===== config.mk =====
export PLATFORM = sky130hd
export DESIGN_NAME = masked_adder_serial
export DESIGN_NICKNAME = d
export VERILOG_FILES = /design/src/rtl/masked_adder_serial.sv
export SDC_FILE = /design/constraint.sdc
export NUM_CORES = 1
export LEC_CHECK = 0
export CELL_PAD_IN_SITES_DETAIL_PLACEMENT = 1
export CELL_PAD_IN_SITES_GLOBAL_PLACEMENT = 1
export CORE_ASPECT_RATIO = 1.5
export CORE_UTILIZATION = 42
export DETAILED_ROUTE_END_ITERATION = 10
export PLACE_DENSITY_LB_ADDON = 0.1
export SLEW_MARGIN = 20
export SYNTH_ARGS = -nofsm -noshare
export SYNTH_HDL_FRONTEND = slang
export SYNTH_SLANG_ARGS = --single-unit
export TNS_END_PERCENT = 5

===== constraint.sdc =====
create_clock -name clk -period 3 [get_ports clk]
set_input_delay 0.6 -clock clk [delete_from_list [all_inputs] [get_ports clk]]
set_output_delay 0.6 -clock clk [all_outputs]
set_load 0.05 [all_outputs]

===== src/rtl/masked_adder_serial.sv =====
// Two-share Boolean-masked W-bit adder/subtractor, one bit per cycle.
// The carry is held as two shares and refreshed through one masked AND gadget per bit.
module masked_adder_serial #(
    parameter int W      = 8,
    parameter bit SUB_EN = 1'b1
) (
    input  logic         clk,
    input  logic         rst_n,
    input  logic         in_valid,
    output logic         in_ready,
    input  logic [W-1:0] a0,
    input  logic [W-1:0] a1,
    input  logic [W-1:0] b0,
    input  logic [W-1:0] b1,
    input  logic         sub,
    input  logic         rnd,
    output logic         out_valid,
    input  logic         out_ready,
    output logic [W-1:0] sum0,
    output logic [W-1:0] sum1,
    output logic         cout0,
    output logic         cout1
);

    localparam int IW = (W > 1) ? $clog2(W) : 1;

    typedef enum logic [1:0] {
        IDLE,
        RUN,
        DONE
    } state_t;

    state_t        state, state_nxt;
    logic [IW-1:0] idx;
    logic [W-1:0]  a0_q, a1_q, b0_q, b1_q;
    logic [W-1:0]  s0_acc, s1_acc;
    logic          c0, c1;
    logic          sub_eff, last;
    logic          x0, x1, y0, y1;
    logic          bit_s0, bit_s1;
    logic          cross01, cross10;
    logic          c0_nxt, c1_nxt;

    assign sub_eff = SUB_EN ? sub : 1'b0;
    assign last    = (idx == IW'(W - 1));

    // NOTE: sequential state uses non-blocking assignments so every register samples
    // pre-edge values, independent of the order the blocks are evaluated in.
    always_ff @(posedge clk) begin
        if (!rst_n) state <= IDLE;
        else        state <= state_nxt;
    end

    // NOTE: every output of this block is given a default first, so no path leaves a
    // signal unassigned and no latch is inferred.
    always_comb begin
        state_nxt = state;
        in_ready  = 1'b0;
        out_valid = 1'b0;
        case (state)
            IDLE: begin
                in_ready = 1'b1;
                if (in_valid) state_nxt = RUN;
            end
            RUN: begin
                if (last) state_nxt = DONE;
            end
            DONE: begin
                out_valid = 1'b1;
                if (out_ready) state_nxt = IDLE;
            end
            default: state_nxt = IDLE;
        endcase
    end

    // Operands shift right, so the active bit is always at position 0.
    assign x0     = a0_q[0] ^ c0;
    assign x1     = a1_q[0] ^ c1;
    assign y0     = b0_q[0] ^ c0;
    assign y1     = b1_q[0] ^ c1;
    assign bit_s0 = a0_q[0] ^ b0_q[0] ^ c0;
    assign bit_s1 = a1_q[0] ^ b1_q[0] ^ c1;

    // Cross-domain products are blinded by rnd before meeting the same-domain term.
    assign cross01 = (x0 & y1) ^ rnd;
    assign cross10 = (x1 & y0) ^ rnd;
    assign c0_nxt  = (x0 & y0) ^ cross01 ^ c0;
    assign c1_nxt  = (x1 & y1) ^ cross10 ^ c1;

    // NOTE: these are plain flops, not a memory array, so all of them are reset; no stale
    // share from an aborted operation survives a reset.
    always_ff @(posedge clk) begin
        if (!rst_n) begin
            a0_q   <= '0;
            a1_q   <= '0;
            b0_q   <= '0;
            b1_q   <= '0;
            s0_acc <= '0;
            s1_acc <= '0;
            c0     <= 1'b0;
            c1     <= 1'b0;
            idx    <= '0;
            sum0   <= '0;
            sum1   <= '0;
            cout0  <= 1'b0;
            cout1  <= 1'b0;
        end else begin
            case (state)
                IDLE: begin
                    if (in_valid) begin
                        a0_q <= a0;
                        a1_q <= a1;
                        b0_q <= sub_eff ? ~b0 : b0;
                        b1_q <= b1;
                        c0   <= sub_eff;
                        c1   <= 1'b0;
                        idx  <= '0;
                    end
                end
                RUN: begin
                    a0_q   <= a0_q >> 1;
                    a1_q   <= a1_q >> 1;
                    b0_q   <= b0_q >> 1;
                    b1_q   <= b1_q >> 1;
                    s0_acc <= {bit_s0, s0_acc[W-1:1]};
                    s1_acc <= {bit_s1, s1_acc[W-1:1]};
                    c0     <= c0_nxt;
                    c1     <= c1_nxt;
                    idx    <= idx + IW'(1);
                    if (last) begin
                        sum0  <= {bit_s0, s0_acc[W-1:1]};
                        sum1  <= {bit_s1, s1_acc[W-1:1]};
                        cout0 <= c0_nxt;
                        cout1 <= c1_nxt;
                        idx   <= '0;
                    end
                end
                default: ;
            endcase
        end
    end

endmodule

==> reports/metrics.yaml, run 1 <==
critPathBufInv: 1
drtIter0Drc: 137
die-height_um: 108.1
tightestPinTransition_ps: 734.6
ys_ff_latch: 71
grt_setup_unrepaired: "no"
final_area_mm2: 0.004005
cp_slowest_stage_delay_ps: 860
max-slew-margin-rel: 0.5093
slew_viol_final: 0
syn_nets: 412
diodes: 0
cts-root-buf: "clkbuf_8"
clk-insertion-delay-late_ps: 350
htree_levels: 3
synth_top_area_share: 0.4513
synth_area_per_cell_um2: 8.466
final_hold_viol_count: 0
cp-end-kind: "primary output"
slowest_stage: "clkdlybuf4s50_1"
cts_hold_buf: 0
netlist_area_mm2: 0.003149
vias_per_cell: 5.270
synthArstFlopShare: 0
grt_pass1_wl_um: 12980
setup_ws_ps: 624.4
ios: 58
cp.required_ps: 2400
cts_resized: 0
place_hpwl_um: 5034
start_util: 0.4358
fp.dieW_um: 72.70
cts_made_buffers: 9
core_area_mm2: 0.007227
maxCapViolCount: 0
tns_ps: 0
seqCellArea_mm2: 0.001421
fin_skew_ps: 4.756
n_fill_cell: 891
synth.largest_area_cell: "dfxtp_1"
synth_warnings: 0
num_rows: 38
synth_edf_count: 0
multi_input_area_mm2: 0.001579
drc: 0
path_class: "reg -> out"
path_clk_slew_ps: 70
critical_path.max_fanout: 3
p_total_mw: 2.164
grt_use_total: 0.2145
cellLeakagePower_nw: 1.455
syn_inst: 372
finalSetupViolCount: 0
num_vias: 2756
wire_per_inst_um: 14.38
grt.overflow.total: 0
fmax_ghz: 0.4209
status: "complete, no violations"
ir_worst_vdd_mv: 0.2950
place_congestion: 0.7130
cp_cell_sequence: "nor2_1 -> clkdlybuf4s50_1"
wirelength_um: 7520
cts_sinks: 71
ys_top_cells_by_area: "dfxtp_1 (45%), a21oi_1 (9.9%), o221a_2 (9.7%), nand2_1 (7.4%), nor2b_1 (6.0%)"
io_buffers: 57
pwr_density_cell_mw_per_mm2: 540.2
cts_buffer_depth: 2
post-cts-setup-buffer-count: 0
fin_crit_sh: 0.7919
path_delay_family: "buffers and inverters"
yosysSeqAreaShare: 0.4513
start_kind: "flop"
synth.distinct_cells: 36
min_path_type: "reg -> reg"
area_growth_pct: 27.18
cp.arrival_ps: 1780
grt_max_degree: 58
post_dp_cell_area_mm2: 0.003796
die_area_mm2: 0.007856
detail-route-antenna-nets: 0
period_needed_ps: 2376
ys.flop_type: "dfxtp_1"
place_ws_ps: 680.8
first_global_vias: 2829
drive_above_1_share: 0.1348
first_pass_iters: 4
tritoncts: "done"
antenna_found_initial: 0
fin_nets: 458
==> area by class of cell <==
cell class	instances	share of cell area
Clock buffer	13	0.04217
Inverter	2	0.001874
Multi-Input combinational cell	266	0.3943
Timing Repair Buffer	68	0.1656
Sequential cell	71	0.3549
Tap cell	100	0.03124
Clock inverter	3	0.009997
==> layout by cell type, fill, tap and decap left out, types with 2 or more instances in the layout <==
master            n
a21oi_1          62
nor3_1            2
clkbuf_8         12
buf_4            11
a31oi_1           2
ha_1              2
xnor2_1          12
o21ai_0           3
nor2_1           35
clkinv_2          2
nor2b_1          30
nand3_1           3
a22oi_1           6
dfxtp_1          71
nand2_1          62
clkdlybuf4s50_1  56
o221a_2          27
nand2b_1          5
==> per-layer routing <==
layer | vias to the layer above | routed length (um) | global-route usage
li1 | 1373 | - | -
met1 | 1320 | 3317 | 0.2532
met2 | 51 | 3793 | 0.3565
met3 | 12 | 202 | 0.04287
met4 | 0 | 207 | 0.1246
met5 | - | 0 | 0
==> path summary, 6_finish.rpt <==
kind | to | depth (start not counted) | slack (ps) | startpoint
max | in_ready | 2 | 620 | state[1]
min | sum1[7] | 2 | 450 | sum1[7]
min reg2reg | sum1[7] | 2 | 450 | sum1[7]
max reg2reg | b0_q[6] | 4 | 1190 | state[0]
==> stage by stage <==
step | instances | util | hold WS, ps
2_1_floorplan | 372 | - | 432.1
3_3_place_gp | 507 | 0.5253 | 438.7
3_5_place_dp | 507 | 0.5253 | 447.0
4_1_cts | 523 | 0.5542 | 457.2
5_1_grt | 523 | 0.5542 | 471.7
6_report | 523 | 0.5542 | 453.6
==> power breakdown <==
group / total, mW / switching, mW / internal, mW
Combinational: 0.331 / 0.155 / 0.176
Sequential: 1.03 / 0.0368 / 0.993
Clock: 0.803 / 0.353 / 0.450
==> Yosys cell counts, drive strengths merged (2+ instances only) <==
master and count:
a21oi 62, a22oi 6, a31oi 2, buf 12, clkbuf 21, dfxtp 71
ha 2, nand2 62, nand2b 5, nand3 3, nor2 37, nor2b 30
nor3 2, o21ai 3, o221a 27, xnor2 12
==> state kept, by name, summed over array words and instances, names as in the netlist, 7 cells and up <==
| signal | cells |
|---|---|
| b1_q | 8 |
| s1_acc | 7 |
| b0_q | 8 |
| sum1 | 8 |
| a0_q | 8 |
| a1_q | 8 |
| s0_acc | 7 |
| sum0 | 8 |
==> kinds of logic after synthesis <==
| family | after synthesis | share of synthesized area |
|---|---|---|
| AO/OA/AOI/OAI | 105 | 0.2308 |
| adder cells (fa/ha/maj) | 3 | 0.01112 |
| buffers and inverters | 35 | 0.04727 |
| flip-flops | 71 | 0.4513 |
| XOR/XNOR | 15 | 0.05205 |
| AND/OR/NAND/NOR | 143 | 0.2074 |
==> worst register-to-register path, delay by kind of cell (launching register included) <==
family | cells | cell delay (ps)
simple gates | 1 | 650
compound gates | 2 | 470
flops | 1 | 310
buf+inv | 1 | 280
Note: power is estimated with default switching activity, not from simulation.
==> inputs of run 2 (changes only) <==
CORE_UTILIZATION = 35   (was 42)
clock period = 1.9 ns   (was 3 ns; I/O delays follow)
==> run 2 against run 1 <==
Effect of this change: setup slack worse by 560 ps; via count down 0.73%; die area up 20%; hold slack about the same; critical path depth down 1; sequential share of layout area down 1.7 points; routed wire length up 2.7%.
==> reports/metrics.yaml, run 2 (synthesis gave the netlist of run 1 again) <==
start_util: 0.3589  # was 0.4358
wl_met2_um: 3785  # was 3793 um
status: "complete, no violations"  # unchanged
drive_above_1_share: 0.1801  # was 0.1348
final_hold_viol_count: 0  # unchanged
fmax_ghz: 0.5451
drc: 0  # unchanged
wire_per_inst_um: 14.23  # was 14.38 um
cts_hold_buf: 0  # unchanged
period_needed_ps: 1834
finalSetupViolCount: 0  # unchanged
slew_viol_final: 0  # unchanged
grt_setup_unrepaired: "no"  # unchanged
start_kind: "flop"  # unchanged
area_growth_pct: 33.61  # was 27.18%
ir_worst_vdd_mv: 0.6977  # was 0.2950 mV
slowest_stage: "clkdlybuf4s50_1"  # unchanged
place_congestion: 0.7874  # was 0.7130
hold_path_depth: 2  # unchanged
hold_ws_ps: 453.4  # was 453.6 ps
antenna_found_initial: 0  # unchanged
reg2regPathDepth: 4  # unchanged
tns_ps: 0  # unchanged
tightestPinTransition_ps: 525.4  # was 734.6 ps
cellLeakagePower_nw: 1.602  # was 1.455 nW
fin_crit_sh: 0.9655
path_delay_family: "buffers and inverters"  # unchanged
place_hpwl_um: 5459  # was 5034 um
clk-insertion-delay-late_ps: 330  # was 350 ps
clockPowerShare: 0.473  # was 0.371
ios: 58  # unchanged
path_clk_slew_ps: 60  # was 70 ps
top_layer: "met4"  # unchanged
diodes: 0  # unchanged
combPwrFrac: 0.130  # was 0.153
core_area_mm2: 0.008776  # was 0.007227 mm2
grt_max_degree: 26  # was 58
drtIter0Drc: 88  # was 137
cp.arrival_ps: 1450  # was 1780 ps
cts_sinks: 71  # unchanged
fp.dieW_um: 79.45  # was 72.70 um
intPower_mw: 3.176  # was 1.619 mW
cts_resized: 0  # unchanged
grt.overflow.total: 0  # unchanged
first_global_vias: 2811  # was 2829
wirelength_um: 7726  # was 7520 um
maxCapViolCount: 0  # unchanged
pwr_density_cell_mw_per_mm2: 978.6  # was 540.2 mW/mm2
htree_levels: 3  # unchanged
wl_met3_um: 197  # was 202 um
switching_share: 0.2288  # was 0.2518
max-slew-margin-rel: 0.6494  # was 0.5093
min_path_type: "reg -> reg"  # unchanged
crit_cells: 1  # was 2
p_total_mw: 4.118  # was 2.164 mW
die-height_um: 118.2  # was 108.1 um
first_pass_iters: 4  # unchanged
seqCellArea_mm2: 0.001421  # unchanged
num_rows: 42  # was 38
cp_cell_sequence: "clkdlybuf4s50_1"  # was nor2_1 -> clkdlybuf4s50_1
cts-root-buf: "clkbuf_16"  # was clkbuf_8
critPathBufInv: 1  # unchanged
p_seq_frac: 0.397  # was 0.476
grt_use_total: 0.1815  # was 0.2145
post-cts-setup-buffer-count: 0  # unchanged
final_cell_mix: "dfxtp_1 (71), nand2_1 (62), a21oi_1 (62)"  # unchanged
num_vias: 2736  # was 2756
path_class: "reg -> out"  # unchanged
wl_met1_um: 3587  # was 3317 um
critical_path.max_fanout: 2  # was 3
fin_skew_ps: 3.849  # was 4.756 ps
final_common_cell: "dfxtp_1"  # unchanged
cts_made_buffers: 9  # unchanged
cp-end-kind: "primary output"  # unchanged
switching_power_uw: 942.0  # was 544.8 uW
fin_nets: 468  # was 458
n_fill_cell: 1012  # was 891
multi_input_area_mm2: 0.001579  # unchanged
setup_ws_ps: 65.54  # was 624.4 ps
grt_pass1_wl_um: 13190  # was 12980 um
cp_slowest_stage_delay_ps: 800  # was 860 ps
tritoncts: "done"  # unchanged
io_buffers: 57  # unchanged
detail-route-antenna-nets: 0  # unchanged
cts_buffer_depth: 2  # unchanged
cp.required_ps: 1520  # was 2400 ps
place_ws_ps: 35.14  # was 680.8 ps
die_area_mm2: 0.009389  # was 0.007856 mm2
vias_per_cell: 5.039  # was 5.270
[run 2: cell types whose count changed in the layout (fill, tap and decap cells not counted), sizes merged]
cell	previous run	this run
clkdlybuf4s50	56	45
bufinv	1	3
dlymetal6s2s	0	1
buf	12	32
clkinvlp	0	1
clkbuf	13	10
[run 2: per-stage QoR]
step | utilization | cells | area (um2)
2_1_floorplan | - | 372 | 3149
4_1_cts | 0.4792 | 543 | 4205
6_report | 0.4795 | 543 | 4208
3_3_place_gp | 0.4397 | 527 | 3859
5_1_grt | 0.4795 | 543 | 4208
3_5_place_dp | 0.4397 | 527 | 3859
[run 2: power by group through the flow]
stage / Clock [mW] / Sequential [mW] / Combinational (mW)
5_1_grt: 2.06 / 1.64 / 0.591
2_1_floorplan: 0 / 1.64 / 0.361
3_5_place_dp: 0 / 1.66 / 0.541
4_1_cts: 1.99 / 1.63 / 0.544
3_3_place_gp: 0 / 1.66 / 0.532
6_report: 1.95 / 1.63 / 0.537
[run 2: layout make-up]
type	instances	area share
Multi-Input combinational cell	266	0.3753
Sequential cell	71	0.3378
Timing Repair Buffer	78	0.1701
Clock buffer	10	0.05679
Tap cell	110	0.03271
Clock inverter	6	0.02557
Inverter	2	0.001784
[run 2: per-layer routing]
metal,global-route usage,up-vias
li1,-,1391
met1,0.2184,1289
met3,0.03784,9
met2,0.3050,47
met5,0,-
met4,0.07841,0
[run 2: final timing paths]
check	end	slack, ps	from
hold reg to reg	sum0[5]	450	sum0[5]
setup reg to reg	cout1	190	b1_q[0]
hold / removal	sum0[5]	450	sum0[5]
setup / recovery	sum0[1]	70	sum0[1]
